[src/rtl/apb_cmd_master.sv]
// APB requester: accepts one valid/ready command, runs the SETUP/ACCESS transfer and
// returns the outcome on a valid/ready response channel, with an optional pready watchdog.
module apb_cmd_master #(
  parameter int unsigned AW        = 6,
  parameter int unsigned DW        = 32,
  parameter int unsigned TO_CYCLES = 16
) (
  input  logic          pclk,
  input  logic          preset,
  input  logic          cmd_valid,
  output logic          cmd_ready,
  input  logic          cmd_write,
  input  logic [AW-1:0] cmd_addr,
  input  logic [DW-1:0] cmd_wdata,
  output logic          rsp_valid,
  input  logic          rsp_ready,
  output logic [DW-1:0] rsp_rdata,
  output logic          rsp_err,
  output logic          rsp_timeout,
  output logic          psel,
  output logic          penable,
  output logic [AW-1:0] paddr,
  output logic          pwrite,
  output logic [DW-1:0] pwdata,
  input  logic [DW-1:0] prdata,
  input  logic          pready,
  input  logic          pslverr
);

  localparam int unsigned CW      = (TO_CYCLES > 0) ? $clog2(TO_CYCLES + 1) : 1;
  localparam int unsigned TO_LAST = (TO_CYCLES > 0) ? TO_CYCLES - 1 : 0;
  localparam bit          WDOG_EN = (TO_CYCLES != 0);

  typedef enum logic [1:0] {IDLE, SETUP, ACCESS, RESP} state_e;

  state_e          state_q, state_d;
  logic   [CW-1:0] count_q, count_d;
  logic            psel_q, psel_d;
  logic            penable_q, penable_d;
  logic   [AW-1:0] paddr_q, paddr_d;
  logic            pwrite_q, pwrite_d;
  logic   [DW-1:0] pwdata_q, pwdata_d;
  logic            rsp_valid_q, rsp_valid_d;
  logic   [DW-1:0] rsp_rdata_q, rsp_rdata_d;
  logic            rsp_err_q, rsp_err_d;
  logic            rsp_timeout_q, rsp_timeout_d;

  assign cmd_ready   = (state_q == IDLE) & ~preset;
  assign psel        = psel_q;
  assign penable     = penable_q;
  assign paddr       = paddr_q;
  assign pwrite      = pwrite_q;
  assign pwdata      = pwdata_q;
  assign rsp_valid   = rsp_valid_q;
  assign rsp_rdata   = rsp_rdata_q;
  assign rsp_err     = rsp_err_q;
  assign rsp_timeout = rsp_timeout_q;

  // Next-state and registered-output logic
  always_comb begin
    state_d       = state_q;
    count_d       = count_q;
    psel_d        = psel_q;
    penable_d     = penable_q;
    paddr_d       = paddr_q;
    pwrite_d      = pwrite_q;
    pwdata_d      = pwdata_q;
    rsp_valid_d   = rsp_valid_q;
    rsp_rdata_d   = rsp_rdata_q;
    rsp_err_d     = rsp_err_q;
    rsp_timeout_d = rsp_timeout_q;
    unique case (state_q)
      IDLE: begin
        if (cmd_valid && cmd_ready) begin
          pwrite_d = cmd_write;
          paddr_d  = cmd_addr;
          pwdata_d = cmd_wdata;
          psel_d   = 1'b1;
          state_d  = SETUP;
        end
      end
      SETUP: begin
        penable_d = 1'b1;
        state_d   = ACCESS;
      end
      ACCESS: begin
        // pready takes priority over a watchdog expiring on the same edge
        if (pready) begin
          psel_d        = 1'b0;
          penable_d     = 1'b0;
          rsp_valid_d   = 1'b1;
          rsp_rdata_d   = (pwrite_q || pslverr) ? '0 : prdata;
          rsp_err_d     = pslverr;
          rsp_timeout_d = 1'b0;
          state_d       = RESP;
        end else if (WDOG_EN && (count_q == CW'(TO_LAST))) begin
          psel_d        = 1'b0;
          penable_d     = 1'b0;
          rsp_valid_d   = 1'b1;
          rsp_rdata_d   = '0;
          rsp_err_d     = 1'b1;
          rsp_timeout_d = 1'b1;
          state_d       = RESP;
        end else if (WDOG_EN) begin
          count_d = count_q + CW'(1);
        end
      end
      RESP: begin
        if (rsp_ready) begin
          rsp_valid_d = 1'b0;
          count_d     = '0;
          state_d     = IDLE;
        end
      end
      default: state_d = IDLE;
    endcase
  end

  // State and output registers, synchronous reset
  always_ff @(posedge pclk) begin
    if (preset) begin
      state_q       <= IDLE;
      count_q       <= '0;
      psel_q        <= 1'b0;
      penable_q     <= 1'b0;
      paddr_q       <= '0;
      pwrite_q      <= 1'b0;
      pwdata_q      <= '0;
      rsp_valid_q   <= 1'b0;
      rsp_rdata_q   <= '0;
      rsp_err_q     <= 1'b0;
      rsp_timeout_q <= 1'b0;
    end else begin
      state_q       <= state_d;
      count_q       <= count_d;
      psel_q        <= psel_d;
      penable_q     <= penable_d;
      paddr_q       <= paddr_d;
      pwrite_q      <= pwrite_d;
      pwdata_q      <= pwdata_d;
      rsp_valid_q   <= rsp_valid_d;
      rsp_rdata_q   <= rsp_rdata_d;
      rsp_err_q     <= rsp_err_d;
      rsp_timeout_q <= rsp_timeout_d;
    end
  end

endmodule

[config.mk]
export PLATFORM = sky130hd
export DESIGN_NAME = apb_cmd_master
export DESIGN_NICKNAME = d
export VERILOG_FILES = /design/src/rtl/apb_cmd_master.sv
export SDC_FILE = /design/constraint.sdc
export NUM_CORES = 1
export LEC_CHECK = 0
export CORE_ASPECT_RATIO = 1.5
export CORE_UTILIZATION = 37
export CTS_CLUSTER_SIZE = 24
export DETAILED_ROUTE_END_ITERATION = 7
export GPL_TIMING_DRIVEN = 0
export HOLD_SLACK_MARGIN = 0.06
export PLACE_DENSITY = 0.84
export SLEW_MARGIN = 20
export SYNTH_ARGS = -nofsm -noshare
export SYNTH_HDL_FRONTEND = slang
export SYNTH_SLANG_ARGS = --single-unit
[constraint.sdc]
create_clock -name pclk -period 1.8 [get_ports pclk]
set_input_delay 0.36 -clock pclk [delete_from_list [all_inputs] [get_ports pclk]]
set_output_delay 0.36 -clock pclk [all_outputs]
set_load 0.01 [all_outputs]
Word level (Yosys, flattened, before mapping)
Index checks and enable logic that the tools add are counted.
{"block": "totals", "rom_bits": 0, "ram_bits": 0, "in_bits": 77, "reg_bits": 83, "word_cells": 60, "n_memories": 0, "out_inout_bits": 77, "latchBits": 0}
{"block": "op_classes", "multipliers": 0, "addsub": 1, "n_shift": 0, "n_bitwise": 2, "order_cmp": 0, "n_reduce_logical": 14, "muxes": 23, "eq_ne": 9, "div": 0}
{"op": "32-bit two-way mux", "count": 3}
{"op": "5-bit two-way mux", "count": 3}
{"op": "5-bit one-hot mux with 2 select lines", "count": 1}
{"op": "3-bit AND reduction", "count": 3}
{"op": "1-bit two-way mux", "count": 8}
{"op": "2-bit two-way mux", "count": 4}
{"op": "2-bit one-hot mux with 4 select lines", "count": 1}
{"op": "2-bit nonzero test", "count": 4}
{"op": "2-bit inequality test (second input constant)", "count": 3}
{"op": "1-bit one-hot mux with 2 select lines", "count": 3}
{"op": "2-bit AND reduction", "count": 3}
{"op": "5-bit by 1-bit adder with 5-bit output (second input constant)", "count": 1}
{"op": "5-bit by 4-bit == test with 1-bit output (second input constant)", "count": 1}
{"op": "2-bit == test (second input constant)", "count": 2}
{"op": "4-bit AND reduction", "count": 1}
{"op": "3-bit inequality test (second input constant)", "count": 1}
{"op": "2-bit by 1-bit == test with 1-bit output (second input constant)", "count": 1}
{"op": "2-bit zero test", "count": 1}
{"op": "2-bit by 1-bit inequality test with 1-bit output (second input constant)", "count": 1}
{"op": "1-bit AND", "count": 1}
{"op": "1-bit logical AND", "count": 1}
{"op": "1-bit logical OR", "count": 1}
{"op": "1-bit inverter", "count": 1}

Longest topological paths before layout
Gate-level depths: netlist (run 1).
{"block": "logic_depth", "depth_word": 5, "depth_mapped": 8, "depth_no_buf": 6}

Worst setup path before layout (run 1)
No wires, ideal clock.
{"block": "synth_path", "path_type": "reg-to-reg", "from": "reg count_q[0]", "to": "reg count_q[3]", "setup_ps": 79, "path_stages_with_launch": 7, "path_buffers": 0, "arrival_time_ps": 1623, "slack_ps": 97, "synth_period_minus_slack_ps": 1703, "required_time_ps": 1721, "path_cell_list": "dfxtp_1 ha_1 and3_1 ha_1 nor4b_4 a41oi_1 a211oi_2"}
{"block": "synth_between", "elab_chain_cells": 4, "word_cells_on_any_way": 7, "cone_classes": "add/sub (1); eq/ne (2); mux (3); reduce/logical (1)"}
{"element": "start, declared", "line": "37", "source": "logic [CW-1:0] count_q, count_d;"}
{"element": "start signal, assigned", "line": "135", "source": "count_q <= count_d;"}
{"element": "5-bit by 1-bit adder with 5-bit output", "line": "105", "source": "count_d = count_q + CW'(1);"}
{"element": "5-bit two-way mux", "line": "96", "source": "end else if (WDOG_EN && (count_q == CW'(TO_LAST))) begin"}
{"element": "5-bit two-way mux", "line": "88", "source": "if (pready) begin"}
{"element": "5-bit one-hot mux with 2 select lines", "line": "72", "source": "unique case (state_q)"}
Parallel ways exist; a longest one is shown, timed or not. The select of a mux whose other input is x is not followed.
A chain may end at the register's enable or synchronous reset.

Worst setup path after layout (run 1)
{"block": "layout_path", "from": "reg count_q[0]", "to": "reg state_q[1]"}
{"block": "layout_between", "elab_chain_cells": 3}
{"element": "5-bit by 4-bit == test with 1-bit output", "line": "96"}
{"element": "3-bit inequality test (no source line)"}
{"element": "3-bit AND reduction (no source line)"}
{"element": "end signal, assigned", "line": "134", "source": "state_q <= state_d;"}
{"element": "end, declared", "line": "36", "source": "state_e state_q, state_d;"}
Every way passes these cells.

==> impl_metrics.ini, run 1 <==
[synth]
ys_ff_latch = 83
syn_area_um2 = 3271
synth_nets = 432
yosys-top-cells-area = dfxtp_1 51%, a22oi_2 11%, nand2_1 9.2%, o21ai_1 4.4%, nor2_1 2.9%
postSynthCellCount = 350
yosysWarnings = 0
synth_top_area_share_pct = 50.80
yosysUniqueCellTypes = 38
avgSynthCellArea_um2 = 9.345
ys_seq_area_share_pct = 50.80
synth.largest_area_cell = dfxtp_1

[critical_path]
cp.arrival_ps = 1960
cp.required_ps = 2030
path_max_fanout = 5
r2r_start = count_q[0]$_SDFFE_PP0P_
path_cells = ha_2 -> and3_1 -> ha_4 -> buf_4 -> nor3b_2 -> nor4b_1 -> o21a_1
r2r_cells = 7
critical-path-slowest-cell = dfxtp_2
timing.rr.end = state_q[1]$_SDFFE_PP0P_
rrSetupSlack_ps = 80
slowest_delay_ps = 340
crit_path_end_kind = flip-flop
start_kind = flip-flop
criticalPathCategory = flip-flop to flip-flop

[place]
hpwl_um = 6466
gp_congestion = 0.7022
io_buffers = 151
place_ws_ps = -116.2

[min_path]
hold_path_end = rsp_timeout$_SDFFE_PP0P_
hold_path.class = primary input to flip-flop
whs_path_depth = 2
hp-start = pready

[die]
rows = 41
initial_core_util_pct = 38.41
dieArea_um2 = 9227
io_pins = 154
die_w_um = 78.77
coreArea_um2 = 8516
die_h_um = 117.2

[clocking]
cts_tree = yes
h-tree-depth = 3
postCtsHoldBufs = 0
clk_path_buf_depth = 2
clock_sinks = 83
numCtsBuffers = 9
clk_latency_ps = 330
cts.clk_slew.worst_paths_ps = 60
root_buffer = clkbuf_16

[outcome]
outcome = completed

[timing]
min_period_ps = 1724
setup_violations = 0
fin_crit_sh_pct = 95.79
drv_slew = 0
worst_slack_ps = 75.83
skew_ps = 9.110
tightestPinTransition_ps = 615.6
hold_viol_final = 0
worst_slew_margin_rel_pct = 58.96
fin_tns_setup_ps = 0
fmax_mhz = 580.0

[route]
drt_iter0_markers = 108
drt_wl_total_um = 8472
drc_errors = 0
viasPerCell = 4.810
wl_per_cell_um = 13.53
vias = 3011
drt_first_pass_iters = 4
drtAntennaViolNets = 0

[cells_and_area]
drive_gt1_share_pct = 17.15
nFillCells = 729
antenna_cells = 0
nNetsFinal = 596
area_delta_synth_final_pct = 60.86

[global_routing]
antenna_found_initial = 0
grt_pass1_vias = 3058
grt_use_total_pct = 19.55
grt_max_degree = 15
grt_pass1_wl_um = 13990
grt-ovfl-total = 0

[pwr]
leakage_nw = 1.876
ir_drop_mv = 0.8508
p_per_area_nw_per_um2 = 1126

[flow_run]
maxCapViolCount = 0
## cell families (layout without fill, tap and decap cells)
logic type | after synthesis | after routing | share of synthesized area (%)
compound gates | 99 | 99 | 23.53
simple gates | 130 | 130 | 17.71
flops | 83 | 83 | 50.80
fa+ha+maj | 5 | 5 | 1.913
mux | 1 | 1 | 0.3061
buf+inv | 32 | 201 | 5.738
## layer usage
metal  share of wire, %  up-vias  track usage (%)
met2                 50      120            34.96
met1                 39     1355            20.65
met4                2.3        0            9.383
met5                  0        -                0
li1                   -     1522                -
met3                8.1       14            6.279
## cell usage after synthesis (all sizes together)
cell    instances
a31oi           1
nor4b           2
a41oi           1
clkinv          1
a22oi          32
or2             1
buf            17
nand2          80
o21ai          47
o221a           1
nor3b           1
o31ai           1
clkbuf         10
o311a           1
ha              5
nor3            3
o21a            2
mux2i           1
and3b           1
dfxtp          83
inv             4
nor2b           4
o21bai          1
o31a            1
a211oi          2
nor2           34
nor4bb          1
a21oi           9
and3            1
nand2b          2
## cell usage in the layout (no fill, tap or decap), types with 3 or more instances in the layout
master           netlist  final
nor2b_1                4      4
o21ai_0               17     17
inv_1                  4      4
nor3_1                 3      3
a22oi_2               30     30
nor2_1                25     25
nand2_1               80     80
clkbuf_16              0      9
clkbuf_1               8      9
nor2_2                 9      9
dfxtp_1               83     81
o21ai_1               29     29
clkinvlp_4             0      3
a21oi_1                9      9
clkbuf_2               2      3
buf_6                  7      8
clkdlybuf4s50_1        0    150
buf_4                  0      4
buf_2                 10      7
## per-stage QoR
step / util (%) / hold WS [ps] / instances / total power, mW / instance area, um2
final: 61.78 / 278.2 / 626 / 5.924 / 5261
after global routing: 61.78 / 280.8 / 626 / 6.255 / 5261
after floorplan: - / 447.8 / 350 / 3.229 / 3271
after CTS: 61.48 / 259.3 / 625 / 5.975 / 5235
after global placement: 57.73 / 436.4 / 608 / 4.090 / 4916
after detailed placement: 57.73 / 439.6 / 608 / 4.149 / 4916
## power by group
part | switching, mW | leakage (nW) | internal, mW
clock network | 0.727 | 0.135 | 1.07
logic | 0.842 | 1.06 | 0.981
registers | 0.166 | 0.678 | 2.13
total | 1.74 | 1.88 | 4.19
## sequential cells by signal, summed over array words and instances, names as in the netlist
register / flops
count_q: 5
paddr: 6
penable: 1
psel: 1
pwdata: 32
pwrite: 1
rsp_err: 1
rsp_rdata: 32
rsp_timeout: 1
rsp_valid: 1
state_q: 2
## final cells by class
| type | instances | area [um2] | area share, % |
|---|---|---|---|
| Clock buffer | 10 | 229.0 | 4.352 |
| Multi-Input combinational cell | 235 | 1448 | 27.51 |
| Sequential cell | 83 | 1664 | 31.63 |
| Inverter | 5 | 18.77 | 0.3567 |
| Buffer | 27 | 180.2 | 3.424 |
| Tap cell | 107 | 133.9 | 2.545 |
| Timing Repair Buffer | 153 | 1521 | 28.92 |
| Clock inverter | 6 | 66.31 | 1.260 |
## critical path: cells and delay by family, from the launching register on
| family | cells | cell delay [ps] |
|---|---|---|
| AOI/OAI and AO/OA | 1 | 190 |
| adders and majority gates | 2 | 380 |
| buffers and inverters | 1 | 150 |
| DFF | 1 | 340 |
| and+or+nand+nor | 3 | 570 |
## worst max path at each step
stage / startpoint / end / slack, ps / cells after the start
2_1_floorplan: count_q[0]$_SDFFE_PP0P_ / count_q[3]$_SDFFE_PP0P_ / 100 / 6
5_1_grt: count_q[0]$_SDFFE_PP0P_ / count_q[0]$_SDFFE_PP0P_ / -40 / 7
4_1_cts: count_q[0]$_SDFFE_PP0P_ / rsp_rdata[25]$_SDFFE_PP0P_ / -30 / 7
3_5_place_dp: count_q[0]$_SDFFE_PP0P_ / rsp_rdata[15]$_SDFFE_PP0P_ / -120 / 7
6_report: count_q[0]$_SDFFE_PP0P_ / state_q[1]$_SDFFE_PP0P_ / 80 / 7
3_3_place_gp: count_q[0]$_SDFFE_PP0P_ / rsp_rdata[4]$_SDFFE_PP0P_ / -60 / 7
## repair_timing
action | CTS | global route
buffers inserted | 1 | 1
setup endpoints to repair | 33 | 29
pin swaps | 1 | 1
gates cloned | 0 | 0
resized for setup | 5 | 12
Note: power is estimated with default switching activity, not from simulation.
==> inputs of run 2 (changes only) <==
--- a/config.mk
+++ b/config.mk
@@ -5,7 +5,9 @@
 export SDC_FILE = /design/constraint.sdc
 export NUM_CORES = 1
 export LEC_CHECK = 0
+export ABC_CLOCK_PERIOD_IN_PS = 1800
 export CORE_ASPECT_RATIO = 1.5
+export CORE_MARGIN = 8
 export CORE_UTILIZATION = 37
 export CTS_CLUSTER_SIZE = 24
 export DETAILED_ROUTE_END_ITERATION = 7
==> impl_metrics.ini, run 2 (synthesized netlist as in run 1, its figures left out) <==
[critical_path]
cp_num_buf_inv = 1
slowest_delay_ps = 340
path_delay_family = simple AND/OR/NAND/NOR gates
critical-path-slowest-cell = dfxtp_2
path_cells = ha_2 -> and3_4 -> ha_4 -> nor4b_4 -> buf_4 -> nand2b_1 -> a21oi_2
path_max_fanout = 7
criticalPathCategory = flip-flop to flip-flop
crit_path_end_kind = flip-flop
start_kind = flip-flop
cp.arrival_ps = 1970
cp.required_ps = 2060

[timing]
min_period_ps = 1711
setup_violations = 0
hold_viol_final = 0
rsz0062_at_grt = yes
worst_slack_ps = 89.40
worst_slew_margin_rel_pct = 59.54
drv_slew = 0
fin_tns_setup_ps = 0
fin_crit_sh_pct = 95.03
fmax_mhz = 584.6
tightestPinTransition_ps = 606.9
skew_ps = 4.221

[cells_and_area]
drive_gt1_share_pct = 17.57
area_delta_synth_final_pct = 63.01
mostFrequentLayoutCells = 150 x clkdlybuf4s50_1, 81 x dfxtp_1, 80 x nand2_1
layout_commonest_cell = clkdlybuf4s50_1
design_area_um2 = 5331
nFillCells = 756
nNetsFinal = 595
antenna_cells = 0

[route]
drt_wl_total_um = 9700
wl_per_cell_um = 15.45
drt_first_pass_iters = 4
drtAntennaViolNets = 0
viasPerCell = 4.834
vias = 3036
drc_errors = 0
drt_iter0_markers = 93

[die]
die_w_um = 92.77
rows = 42
io_pins = 154
coreArea_um2 = 8723
initial_core_util_pct = 37.49
dieArea_um2 = 12170
die_h_um = 131.2

[pwr]
total_power_mw = 6.310
leakage_nw = 1.910
p_per_area_nw_per_um2 = 1184
ir_drop_mv = 0.8742

[global_routing]
grt_max_degree = 14
antenna_found_initial = 0
grt-ovfl-total = 0
grt_pass1_vias = 3167
grt_pass1_wl_um = 15520
grt_use_total_pct = 15.69

[min_path]
hold_path.class = primary input to flip-flop

[flow_run]
maxCapViolCount = 0

[clocking]
cts.clk_slew.worst_paths_ps = 60
cts_tree = yes
clock_sinks = 83
postCtsHoldBufs = 0
h-tree-depth = 3
clk_latency_ps = 330
numCtsBuffers = 9
clk_path_buf_depth = 2
root_buffer = clkbuf_16

[place]
place_ws_ps = -122.8
io_buffers = 151
placed_area_um2 = 4920
hpwl_um = 7658
gp_congestion = 0.7377

[outcome]
outcome = completed
## run 2: per-layer routing
metal | track usage [%] | up-vias | part of all wire [%]
met4 | 7.021 | 0 | 2.0
met5 | 0 | - | 0
met3 | 6.727 | 13 | 9.6
li1 | - | 1517 | -
met2 | 26.82 | 115 | 49
met1 | 15.98 | 1391 | 40
## run 2: final timing paths
kind / slack [ps] / end / cells after the start / start
setup / recovery: 90 / count_q[0]$_SDFFE_PP0P_ / 7 / count_q[0]$_SDFFE_PP0P_
hold / removal: 270 / rsp_timeout$_SDFFE_PP0P_ / 2 / pready
setup reg to reg: 90 / count_q[0]$_SDFFE_PP0P_ / 7 / count_q[0]$_SDFFE_PP0P_
hold reg to reg: 450 / pwdata[26]$_SDFFE_PP0P_ / 2 / pwdata[26]$_SDFFE_PP0P_
## run 2: metrics by stage
step                      utilization, %  std cells  hold WS [ps]
after floorplan                        -        350         447.8
after global placement             56.40        611         435.2
after detailed placement           56.40        611         440.0
after CTS                          60.99        628         258.0
after global routing               61.12        628         265.8
final                              61.12        628         266.8
## run 2: timing repair
item	4_1_cts	5_1_grt
pin swaps	2	2
buffers inserted	1	0
resized for setup	8	10
endpoints found under the setup margin	35	34
## run 2: cell type report
class	count	area [um2]	area share [%]
Sequential cell	83	1664	31.21
Timing Repair Buffer	152	1514	28.40
Multi-Input combinational cell	235	1459	27.36
Clock buffer	12	266.5	4.999
Buffer	27	176.4	3.309
Tap cell	110	137.6	2.582
Clock inverter	4	95.09	1.784
Inverter	5	18.77	0.3520
## run 2: worst register-to-register path, stage by stage, from the launching register on
cell      delay (ps)
dfxtp_2          340
ha_2             200
and3_4           190
ha_4             190
nor4b_4          340
buf_4            180
nand2b_1          60
a21oi_2          130
## run 2: power breakdown
part / switching [mW] / internal [mW]
Sequential: 0.169 / 2.13
Clock: 0.705 / 1.47
Combinational: 0.858 / 0.978
==> inputs of run 3 (changes only) <==
--- a/config.mk
+++ b/config.mk
@@ -6,13 +6,13 @@
 export NUM_CORES = 1
 export LEC_CHECK = 0
 export ABC_CLOCK_PERIOD_IN_PS = 1800
-export CORE_ASPECT_RATIO = 1.5
+export CORE_ASPECT_RATIO = 0.6
 export CORE_MARGIN = 8
 export CORE_UTILIZATION = 37
 export CTS_CLUSTER_SIZE = 24
 export DETAILED_ROUTE_END_ITERATION = 7
 export GPL_TIMING_DRIVEN = 0
-export HOLD_SLACK_MARGIN = 0.06
+export HOLD_SLACK_MARGIN = 0.05
 export PLACE_DENSITY = 0.84
 export SLEW_MARGIN = 20
 export SYNTH_ARGS = -nofsm -noshare
==> impl_metrics.ini, run 3 (synthesized netlist as in run 1, its figures left out) <==
[global_routing]
use_met3_pct = 6.179
antenna_found_initial = 0
grt_max_degree = 14
busiest_layer = met2
use_met2_pct = 27.20
grt_use_total_pct = 16.75
grt_use_met1_pct = 20.28
grt-ovfl-total = 0
grt_pass1_vias = 3149
grt_pass1_wl_um = 16030

[timing]
worst_slack_ps = 84.75
rsz0062_at_grt = no
tightestPinTransition_ps = 627.5
fmax_mhz = 583.0
setup_violations = 0
drv_slew = 0
skew_ps = 3.268
fin_crit_sh_pct = 95.29
hold_viol_final = 0
min_period_ps = 1715
fin_tns_setup_ps = 0
worst_slew_margin_rel_pct = 58.17

[cells_and_area]
design_area_um2 = 5295
instances_no_fill = 631
area_delta_synth_final_pct = 61.90
nNetsFinal = 596
layout_commonest_cell = clkdlybuf4s50_1
mostFrequentLayoutCells = 150 x clkdlybuf4s50_1, 81 x dfxtp_1, 80 x nand2_1
antenna_cells = 0
final_util_pct = 61.89
drive_gt1_share_pct = 17.15
nFillCells = 701

[clocking]
clk_path_buf_depth = 2
numCtsBuffers = 9
root_buffer = clkbuf_16
clk_latency_ps = 330
h-tree-depth = 3
cts_tree = yes
clock_sinks = 83
cts.clk_slew.worst_paths_ps = 60

[die]
initial_core_util_pct = 38.23
rows = 26
coreArea_um2 = 8556
dieArea_um2 = 12200
die_w_um = 137.4
die_h_um = 88.83
io_pins = 154

[route]
vias = 3057
drt_iter0_markers = 107
drt_wl_total_um = 10160
drc_errors = 0
drtAntennaViolNets = 0
drt_first_pass_iters = 4
wl_per_cell_um = 16.11
viasPerCell = 4.845

[critical_path]
crit_path_end_kind = flip-flop
cp.arrival_ps = 1940
criticalPathCategory = flip-flop to flip-flop
path_max_fanout = 5
start_kind = flip-flop
cp.required_ps = 2030

[outcome]
outcome = completed

[pwr]
p_per_area_nw_per_um2 = 1149
leakage_nw = 1.889
ir_drop_mv = 0.6985

[flow_run]
maxCapViolCount = 0

[place]
io_buffers = 151
placed_area_um2 = 4922
gp_congestion = 0.7534
dp.cells = 613
hpwl_um = 7765
place_ws_ps = -142.0

[min_path]
hold_path.class = primary input to flip-flop
run 3: changes by cell type in the layout (fill, tap and decap cells not counted), sizes merged:
| cell | before | now |
|---|---|---|
| bufinv | 3 | 2 |
| clkbuf | 23 | 22 |
| buf | 18 | 19 |
| clkinv | 2 | 3 |
| clkinvlp | 0 | 1 |
run 3: path summary, 6_finish.rpt:
| check | start | endpoint | slack (ps) | cells after the start |
|---|---|---|---|---|
| hold reg to reg | pwdata[27]$_SDFFE_PP0P_ | pwdata[27]$_SDFFE_PP0P_ | 450 | 2 |
| hold / removal | pready | rsp_timeout$_SDFFE_PP0P_ | 270 | 2 |
| setup / recovery | count_q[0]$_SDFFE_PP0P_ | state_q[1]$_SDFFE_PP0P_ | 80 | 7 |
| setup reg to reg | count_q[0]$_SDFFE_PP0P_ | state_q[1]$_SDFFE_PP0P_ | 80 | 7 |
run 3: timing repair:
item / CTS / global route
setup buffers: 2 / 0
hold buffers: 0 / 0
resized for setup: 11 / 5
endpoints found under the setup margin: 34 / 10
pin swaps: 2 / 6
cloned: 0 / 0
run 3: metrics by stage:
step	hold slack (ps)	power [mW]
CTS	251.9	6.139
detailed placement	440.7	4.177
floorplan	447.8	3.229
finish	273.1	6.086
global route	280.2	6.399
global placement	435.9	4.118
run 3: area by class of cell:
cell class	instances	area, um2	area share [%]
plain buffers	27	176.4	3.332
inverters	5	18.77	0.3544
well taps	112	140.1	2.646
repair buffers	153	1521	28.73
flip-flops and latches	83	1664	31.43
clock buffers	11	232.7	4.395
multi-input cells	235	1464	27.65
clock inverters	5	77.57	1.465
run 3: power by group:
group	leakage [nW]	switching (mW)	internal (mW)
sequential	0.678	0.170	2.13
combinational	1.06	0.870	0.984
clock	0.150	0.718	1.21
total	1.89	1.76	4.33
run 3: per-layer routing:
metal	vias up	routed length [um]
met5	-	0
met4	0	99
met1	1440	4585
li1	1521	-
met3	8	659
met2	88	4819
run 3: critical path: stages (launching register included):
cell,delay (ps)
dfxtp_2,340
ha_2,200
and3_4,190
ha_4,180
buf_4,150
nor3b_4,280
nor4b_2,80
o21a_1,190
==> patch, RTL diff (settings of run 1) <==
Take the reset off `pwdata_q` and load it in a clocked block of its own.
--- a/src/rtl/apb_cmd_master.sv
+++ b/src/rtl/apb_cmd_master.sv
@@ -127,3 +127,2 @@
       pwrite_q      <= 1'b0;
-      pwdata_q      <= '0;
       rsp_valid_q   <= 1'b0;
@@ -139,3 +138,2 @@
       pwrite_q      <= pwrite_d;
-      pwdata_q      <= pwdata_d;
       rsp_valid_q   <= rsp_valid_d;
@@ -147,2 +145,6 @@
 
+  always_ff @(posedge pclk) begin
+    pwdata_q <= pwdata_d;
+  end
+
 endmodule
Behaviour: differs if preset is asserted again (counterexample within 4 cycles, from zero or initial values and one cycle with preset high); with preset held inactive, the same outputs for 10 cycles.
==> patch against run 1 <==
  * Setup slack improved by 0.011 ns
  * Sequential share of layout area rose by 5.8 points
  * Final area grew 0.78%
  * Wire length shrank 4.4%
  * Total power rose by 1.5%
  * Sequential cell count did not move
  * Synthesized area decreased by 1.3%
  * Global-route usage fell by 1.1 points
  * Critical endpoint is now cmd_ready
  * Largest power group unchanged
==> patch: results <==
metrics = {
    "status": {
        "outcome": "finished, final reports clean",
    },
    "global_route": {
        "grtUsageMet2_pct": 33.9,
        "grt_use_total_pct": 18.4,
        "grt_max_degree": 33,
        "grt_pass1_wl_um": 12600,
        "met3_usage_pct": 5.16,
        "grt_pass1_vias": 2518,
        "antenna_found_initial": 0,
        "met1_usage_pct": 20.0,
    },
    "placement": {
        "finalWeightedCongestion": 0.781,
        "io_buffers": 152,
        "hpwl_um": 6200,
    },
    "clock_tree": {
        "clockBufferDepth": 2,
        "cts_buffers": 9,
        "root_buffer": "clkbuf_16",
        "cts.reportedPaths.clkPinSlew_ns": 0.06,
        "htreeDepth": 3,
        "insertion_delay_ns": 0.33,
    },
    "timing": {
        "finClkSkew_ns": 0.00371,
        "tightest_slew_ns": 0.678,
    },
    "setup_path": {
        "cp_max_fo": 10,
        "crit_arrival_ns": 1.35,
    },
    "cells_and_area": {
        "drive_gt1_share_pct": 25.1,
        "fin_nets": 491,
        "insertedDiodeCount": 0,
        "fill_cells": 663,
    },
    "yosys": {
        "ys_top_cells_by_area": "dfxtp_1 32%, edfxtp_1 30%, a22oi_2 12%",
        "synth-edff-count": 32,
        "ys_warn_count": 0,
        "syn_nets": 326,
        "async_reset_ff_share_pct": 0,
        "yosysSeqAreaShare_pct": 61.4,
        "ys_top_cells_by_count": "51 x dfxtp_1, 32 x edfxtp_1, 30 x a22oi_2, 30 x nor2_2, 16 x a21oi_1",
        "yosysUniqueCellTypes": 40,
    },
    "detailed_routing": {
        "wl_um": 8100,
        "viasPerCell": 4.82,
        "drt_iter0_markers": 104,
        "firstDrtPassIters": 4,
    },
    "power_and_ir_drop": {
        "irDropWorstVdd_uv": 761,
        "leakagePower_nw": 1.81,
    },
    "hold_path": {
        "hold_class": "input pin to flop",
    },
}
==> patch: power by group <==
part	switching [mW]	internal, mW	total [mW]
logic	0.734	0.918	1.65
clock network	0.687	1.35	2.04
registers	0.115	2.21	2.33
total	1.54	4.48	6.02
==> patch: logic make-up (layout without fill, tap and decap cells) <==
kind of cell / after synthesis / in the layout / share of synthesized area [%]
buffers and inverters: 21 / 191 / 5.12
and+or+nand+nor: 67 / 67 / 12.4
muxes: 1 / 1 / 0.310
AOI/OAI and AO/OA: 67 / 67 / 18.8
adders and majority gates: 5 / 5 / 1.94
DFF: 83 / 83 / 61.4
==> patch: timing repair <==
action                                  in CTS  in global routing
endpoints found under the setup margin      68                 35
pin swaps                                    2                  2
hold endpoints to repair                     0                  0
gates resized for setup                     16                  4
buffers inserted                             2                  0
==> patch: metal layers <==
metal  routed length (µm)  share of wire, %
met1                 3060                38
met2                 4420                55
met3                  550               6.8
met4                   68              0.84
met5                    0                 0
==> patch: stage by stage <==
stage               setup TNS [ns]  util [%]  std cells  cell area, µm²  setup WS (ns)
floorplan                        0         -        244            3230         0.0320
finish                           0      63.0        521            5300         0.0869
global placement            -13.70      58.1        503            4890         -0.369
CTS                              0      62.9        521            5290         0.0104
global route                     0      63.0        521            5300       0.000849
detailed placement          -15.71      58.1        503            4890         -0.386
==> patch: worst max-delay path, stage by stage (launching register included) <==
cell,delay (ns)
dfxtp_2,0.33
inv_1,0.10
ha_4,0.17
clkbuf_16,0.15
nor2b_4,0.14
buf_2,0.14
==> patch: worst paths after layout <==
kind                            from                       end  slack (ns)  depth (start not counted)
max          state_q[1]$_SDFFE_PP0P_                 cmd_ready        0.09                          5
min                           pready  rsp_timeout$_SDFFE_PP0P_        0.28                          2
max reg2reg  count_q[0]$_SDFFE_PP0P_   count_q[2]$_SDFFE_PP0P_        0.11                          7
min reg2reg    paddr[5]$_SDFFE_PP0P_     paddr[5]$_SDFFE_PP0P_        0.46                          2
==> patch: cell type report <==
class	instances	area, µm²	area share [%]
plain buffers	16	169	3.19
clock buffers	9	225	4.25
clock inverters	7	115	2.17
inverters	5	18.8	0.354
multi-input cells	140	1130	21.2
flip-flops and latches	83	1980	37.4
well taps	107	134	2.52
repair buffers	154	1530	28.9
